File: src/rtl/uart_rx_frame_ctrl_pkg.sv
// Shared definitions for the UART frame receiver: FSM state encoding,
// error codes reported on err_code, and the default start-of-frame byte.
package uart_defs;

  localparam logic [2:0] ST_IDLE    = 3'd0;
  localparam logic [2:0] ST_GET_LEN = 3'd1;
  localparam logic [2:0] ST_GET_PAY = 3'd2;
  localparam logic [2:0] ST_GET_CHK = 3'd3;
  localparam logic [2:0] ST_DRAIN   = 3'd4;

  localparam logic [1:0] ERR_NONE = 2'd0;
  localparam logic [1:0] ERR_LEN  = 2'd1;
  localparam logic [1:0] ERR_CHK  = 2'd2;
  localparam logic [1:0] ERR_TMO  = 2'd3;

  localparam logic [7:0] DEFAULT_SOF = 8'hA5;

endpackage

File: src/rtl/uart_rx_frame_ctrl_buf.sv
// Payload storage for one frame: a single synchronous write port fed by the
// receive path and a combinational read port feeding the drain path.
module uart_frame_buf #(
  parameter int unsigned DEPTH = 16,
  parameter int unsigned AW    = 4
) (
  input  logic          clk,
  input  logic          we,
  input  logic [AW-1:0] waddr,
  input  logic [7:0]    wdata,
  input  logic [AW-1:0] raddr,
  output logic [7:0]    rdata
);

  logic [7:0] mem [DEPTH];

  // Store a payload byte; contents are overwritten by the next frame, so no reset
  always_ff @(posedge clk) begin
    if (we) begin
      mem[waddr] <= wdata;
    end
  end

  assign rdata = mem[raddr];

endmodule

File: src/rtl/uart_rx_frame_ctrl.sv
// Frame controller sitting behind a UART byte receiver. Collects
// SOF, LEN, payload, CHK frames, validates length and XOR checksum, guards
// against inter-byte silence, and replays a good payload on a valid/ready port.
module uart_rx_frame_ctrl
  import uart_defs::*;
#(
  parameter int unsigned MAX_LEN       = 16,
  parameter logic [7:0]  SOF           = DEFAULT_SOF,
  parameter int unsigned TIMEOUT_TICKS = 1024
) (
  input  logic       clk,
  input  logic       rst,
  input  logic       enable,
  input  logic       rx_done,
  input  logic [7:0] rx_data,
  input  logic       rx_busy,
  input  logic       tick_8x,
  output logic       rx_en,
  output logic [7:0] pl_data,
  output logic       pl_valid,
  input  logic       pl_ready,
  output logic       pl_last,
  output logic       frame_ok,
  output logic       frame_err,
  output logic [1:0] err_code
);

  localparam int unsigned   AW        = (MAX_LEN > 1) ? $clog2(MAX_LEN) : 1;
  localparam int unsigned   TW        = $clog2(TIMEOUT_TICKS + 1);
  localparam logic [TW-1:0] TMO_LAST  = TW'(TIMEOUT_TICKS - 1);
  localparam logic [7:0]    MAX_LEN_B = 8'(MAX_LEN);

  logic [2:0]    state_q, state_d;
  logic [7:0]    len_q, len_d;
  logic [7:0]    chk_q, chk_d;
  logic [7:0]    wr_ptr_q, wr_ptr_d;
  logic [7:0]    rd_ptr_q, rd_ptr_d;
  logic [TW-1:0] tmo_q, tmo_d;
  logic          frame_ok_q, frame_ok_d;
  logic          frame_err_q, frame_err_d;
  logic [1:0]    err_code_q, err_code_d;

  logic          in_get;
  logic          tmo_count;
  logic          tmo_hit;
  logic          buf_we;
  logic [7:0]    buf_rdata;

  assign in_get    = (state_q == ST_GET_LEN) || (state_q == ST_GET_PAY) ||
                     (state_q == ST_GET_CHK);
  assign tmo_count = in_get && tick_8x && !rx_busy;
  assign tmo_hit   = tmo_count && (tmo_q == TMO_LAST);

  uart_frame_buf #(
    .DEPTH (MAX_LEN),
    .AW    (AW)
  ) u_buf (
    .clk   (clk),
    .we    (buf_we),
    .waddr (wr_ptr_q[AW-1:0]),
    .wdata (rx_data),
    .raddr (rd_ptr_q[AW-1:0]),
    .rdata (buf_rdata)
  );

  // Next-state logic: frame parsing, checksum, timeout and drain handshake
  always_comb begin
    state_d     = state_q;
    len_d       = len_q;
    chk_d       = chk_q;
    wr_ptr_d    = wr_ptr_q;
    rd_ptr_d    = rd_ptr_q;
    frame_ok_d  = 1'b0;
    frame_err_d = 1'b0;
    err_code_d  = err_code_q;
    buf_we      = 1'b0;

    // The silence counter only runs while a frame is half received; a new byte
    // always restarts it, which also lets rx_done beat a coinciding final tick.
    if (!in_get || rx_done) begin
      tmo_d = '0;
    end else if (tmo_count) begin
      tmo_d = tmo_q + TW'(1);
    end else begin
      tmo_d = tmo_q;
    end

    case (state_q)
      ST_IDLE: begin
        if (enable && rx_done && (rx_data == SOF)) begin
          state_d = ST_GET_LEN;
        end
      end

      ST_GET_LEN, ST_GET_PAY, ST_GET_CHK: begin
        if (!enable) begin
          state_d = ST_IDLE;
        end else if (rx_done) begin
          if (state_q == ST_GET_LEN) begin
            if ((rx_data == 8'd0) || (rx_data > MAX_LEN_B)) begin
              state_d     = ST_IDLE;
              frame_err_d = 1'b1;
              err_code_d  = ERR_LEN;
            end else begin
              len_d    = rx_data;
              chk_d    = rx_data;
              wr_ptr_d = 8'd0;
              rd_ptr_d = 8'd0;
              state_d  = ST_GET_PAY;
            end
          end else if (state_q == ST_GET_PAY) begin
            buf_we   = 1'b1;
            wr_ptr_d = wr_ptr_q + 8'd1;
            chk_d    = chk_q ^ rx_data;
            if (wr_ptr_q == (len_q - 8'd1)) begin
              state_d = ST_GET_CHK;
            end
          end else begin
            if (rx_data == chk_q) begin
              state_d    = ST_DRAIN;
              frame_ok_d = 1'b1;
            end else begin
              state_d     = ST_IDLE;
              frame_err_d = 1'b1;
              err_code_d  = ERR_CHK;
            end
          end
        end else if (tmo_hit) begin
          state_d     = ST_IDLE;
          frame_err_d = 1'b1;
          err_code_d  = ERR_TMO;
        end
      end

      ST_DRAIN: begin
        if (pl_ready) begin
          if (rd_ptr_q == (len_q - 8'd1)) begin
            rd_ptr_d = 8'd0;
            state_d  = ST_IDLE;
          end else begin
            rd_ptr_d = rd_ptr_q + 8'd1;
          end
        end
      end

      default: begin
        state_d = ST_IDLE;
      end
    endcase
  end

  // Register update with synchronous reset that drops any buffered frame silently
  always_ff @(posedge clk) begin
    if (rst) begin
      state_q     <= ST_IDLE;
      len_q       <= 8'd0;
      chk_q       <= 8'd0;
      wr_ptr_q    <= 8'd0;
      rd_ptr_q    <= 8'd0;
      tmo_q       <= '0;
      frame_ok_q  <= 1'b0;
      frame_err_q <= 1'b0;
      err_code_q  <= ERR_NONE;
    end else begin
      state_q     <= state_d;
      len_q       <= len_d;
      chk_q       <= chk_d;
      wr_ptr_q    <= wr_ptr_d;
      rd_ptr_q    <= rd_ptr_d;
      tmo_q       <= tmo_d;
      frame_ok_q  <= frame_ok_d;
      frame_err_q <= frame_err_d;
      err_code_q  <= err_code_d;
    end
  end

  assign rx_en     = enable && (state_q != ST_DRAIN);
  assign pl_valid  = (state_q == ST_DRAIN);
  assign pl_data   = pl_valid ? buf_rdata : 8'h00;
  assign pl_last   = pl_valid && (rd_ptr_q == (len_q - 8'd1));
  assign frame_ok  = frame_ok_q;
  assign frame_err = frame_err_q;
  assign err_code  = err_code_q;

endmodule

File: config.mk
export PLATFORM = sky130hd
export DESIGN_NAME = uart_rx_frame_ctrl
export DESIGN_NICKNAME = d
export VERILOG_FILES = /design/src/rtl/uart_rx_frame_ctrl_pkg.sv /design/src/rtl/uart_rx_frame_ctrl_buf.sv /design/src/rtl/uart_rx_frame_ctrl.sv
export SDC_FILE = /design/constraint.sdc
export NUM_CORES = 1
export LEC_CHECK = 0
export ABC_CLOCK_PERIOD_IN_PS = 2500
export CORE_MARGIN = 4
export CORE_UTILIZATION = 44
export CTS_BUF_LIST = sky130_fd_sc_hd__clkbuf_16
export DETAILED_ROUTE_END_ITERATION = 8
export PLACE_DENSITY = 0.74
export SLEW_MARGIN = 20
export SYNTH_ARGS = -nofsm -noshare
export SYNTH_HDL_FRONTEND = slang
export SYNTH_SLANG_ARGS = --single-unit
File: constraint.sdc
create_clock -name clk -period 2.5 [get_ports clk]
set_input_delay 0.5 -clock clk [delete_from_list [all_inputs] [get_ports clk]]
set_output_delay 0.5 -clock clk [all_outputs]
set_load 0.005 [all_outputs]
==> results of run 1 <==
[sequential cells by signal (all words and copies together), names as in the netlist, named ones only]
name / count
chk_q: 8
err_code: 2
frame_err: 1
frame_ok: 1
len_q: 8
rd_ptr_q: 8
state_q: 3
tmo_q: 11
u_buf.mem: 128
wr_ptr_q: 8
[power groups by stage]
stage / sequential [mW] / combinational [mW] / clock [mW]
after global routing: 3.23 / 0.232 / 2.89
after CTS: 3.23 / 0.213 / 2.75
after floorplan: 3.30 / 0.0751 / 0
after detailed placement: 3.30 / 0.210 / 0
final: 3.23 / 0.217 / 2.70
after global placement: 3.30 / 0.204 / 0
[through the flow]
| step | total power, mW | TNS [ns] |
|---|---|---|
| after CTS | 6.19 | -3.31 |
| after global routing | 6.35 | -3.40 |
| after floorplan | 3.37 | 0 |
| after detailed placement | 3.51 | -15.43 |
| final | 6.15 | -2.70 |
| after global placement | 3.50 | -10.67 |
[cells by family after synthesis]
| group | count (synthesis) | synth area share, % |
|---|---|---|
| compound gates | 94 | 8.12 |
| xor+xnor | 33 | 3.88 |
| fa+ha+maj | 7 | 1.07 |
| buf+inv | 44 | 2.13 |
| flops | 182 | 60.3 |
| mux | 51 | 12.4 |
| simple gates | 177 | 12.1 |
[worst max-delay path: stages, from the launching register on]
cell	delay (ns)
dfxtp_4	0.38
buf_12	0.14
buf_4	0.11
mux4_2	0.52
mux4_2	0.49
and2_4	0.15
buf_6	0.10
[worst max path at each step]
stage	slack, ns	to	from	cells past startpoint
global placement	-0.31	wr_ptr_q[3]	rx_data[0]	8
floorplan	0.05	pl_data[0]	register	5
detailed placement	-0.30	wr_ptr_q[3]	rx_data[0]	8
finish	-0.33	pl_data[3]	register	6
global route	-0.41	pl_data[6]	register	6
CTS	-0.42	pl_data[6]	register	7
[synth_stat cells, types with 3 or more instances]
master / count
a211o_1: 8
a211oi_1: 3
a21oi_1: 24
a31oi_1: 4
and2_1: 27
and3_1: 10
buf_2: 7
clkbuf_1: 20
dfxtp_1: 54
edfxtp_1: 128
ha_1: 7
inv_1: 15
mux2i_1: 10
mux4_2: 40
nand2_1: 39
nand2b_1: 11
nand3_1: 17
nand4_1: 5
nor2_1: 21
nor2b_1: 3
nor3_1: 14
nor3b_1: 6
nor4_1: 5
o2111ai_1: 3
o211a_1: 3
o211ai_1: 14
o21a_1: 3
o21ai_0: 11
or3_1: 5
or4_1: 3
xnor2_1: 13
xor2_1: 18
[layout make-up]
type	instances	area [um^2]
multi-input cells	362	3240
clock buffers	17	425
well taps	229	287
repair buffers	145	1380
fillers	1325	7570
inverters	15	63.8
clock inverters	15	180
flip-flops and latches	182	4940
[metal layers]
| metal | global-route usage, % | routed length (um) | share of wire [%] |
|---|---|---|---|
| met2 | 33.8 | 10200 | 51 |
| met1 | 25.8 | 8490 | 43 |
| met3 | 3.44 | 820 | 4.1 |
| met4 | 5.20 | 331 | 1.7 |
| met5 | 0 | 0 | 0 |
[what timing repair did]
item                       in CTS  in global routing
setup buffers                  23                 10
setup endpoints to repair      13                 23
gates cloned                    2                  0
pin swaps                      15                  5
gates resized for setup        83                 26
==> results.yml, run 1 <==
logic_synthesis:
  synthTopCellsByArea: "edfxtp_1 (47%), dfxtp_1 (13%), mux4_2 (11%)"
  synth_cell_types: 58
  synthesis.nets: 610
  synth_area_per_cell_um2: 13.9
  yosys_warnings: 0
  synth_area_leader_cell: "edfxtp_1"
  netlist_area_mm2: 0.00817
  synth_edf_count: 128
  syn_inst: 588
  synthArstFlopShare_pct: 0
  synth_top_area_share_pct: 47.1
  ys_ff_latch: 182
  ys_seq_area_share_pct: 60.3
  synth_ff_type: "edfxtp_1"
pwr:
  ir_worst_vdd_mv: 0.497
  power_switching_mw: 1.40
  p_int_mw: 4.75
  swShare_pct: 22.7
  power_density_mw_per_mm2: 585
  p_clk_share_pct: 44.0
  leakage_nw: 3.67
  combPwrFrac_pct: 3.5
  pwr-share-seq_pct: 52.5
routing:
  wire_per_inst_um: 20.6
  drc: 0
  vias_per_cell: 5.82
  drtAntennaViolNets: 0
  drt_wl_total_um: 19800
  drt_first_pass_iters: 7
  drtIter0Drc: 408
  vias: 5614
final_layout:
  diodes: 0
  mostFrequentLayoutCells: "edfxtp_1 (128), buf_4 (95), dfxtp_1 (46), mux4_2 (40), nand2_1 (39)"
  area_delta_synth_final_pct: 28.8
  drive_above_1_share_pct: 33.6
  final_common_cell: "edfxtp_1"
  fin_area_mm2: 0.0105
  layout.nets: 745
  finish.utilization_pct: 58.1
  fin_cells: 965
timing:
  relSlewSlack_pct: 61.5
  max_slew.worst_pin.slew_ns: 0.576
  period_minus_slack_ns: 2.83
  slew_viol_final: 0
  min_period_over_period_pct: 113
  rsz0062_at_grt: "true"
  finClkSkew_ns: 0.0108
  worst_slack_ns: -0.331
  hold_violations: 0
  hold_slack_ns: 0.487
  setup_viol: 9
  max_freq_mhz: 353
cts:
  cts_tree: "done"
  cts.reportedPaths.clkPinSlew_ns: 0.07
  cts.sinks: 182
  cts_buffers: 17
  cts_hold_buf: 0
  clk_latency_ns: 0.43
  htreeDepth: 4
  root_buffer: "clkbuf_16"
  cts_buffer_depth: 2
hold_path:
  holdCritStartpoint: "tmo_q[9]"
  hp-class: "reg2reg"
  holdPathEnd: "tmo_q[9]"
  hold_depth: 2
setup_path:
  cp-start-kind: "register"
  cp_data_arrival_time_ns: 2.33
  crit_type: "reg2out"
  required_ns: 2.00
  timing.rr.end: "state_q[2]"
  crit_fanout: 7
  endpoint_kind: "output pin"
  rr_worst_depth: 11
  r2r_start: "len_q[0]"
  reg2reg_slack_ns: 0.13
place:
  gp_congestion: 0.867
  dpl_worst_slack_ns: -0.297
  place_inst: 905
  port_buffers: 29
  hpwl_um: 13300
  place_area_mm2: 0.00944
global_route:
  track_usage_pct: 19.6
  grt_pass1_vias: 5684
  grt_overflow: 0
  grt_start_max_net_pins: 33
  grt_pass1_wl_um: 31000
  grt_antenna_before_repair: 0
floorplan:
  rows: 49
  dieArea_mm2: 0.0208
  die_h_um: 144
  start_util_pct: 45.1
  ios: 30
  die-width_um: 144
  core_area_mm2: 0.0181
outcome:
  violations: "setup timing"
  outcome: "complete, but fails checks"
flow_run:
  drv_cap: 0
No activity file was read; power rests on OpenSTA's default activity.
==> run 2: changes to the inputs <==
- HOLD_SLACK_MARGIN: unset -> 0.1
==> results of run 2 <==
Same layout as run 1: the final DEF is identical, and so are final timing and power.
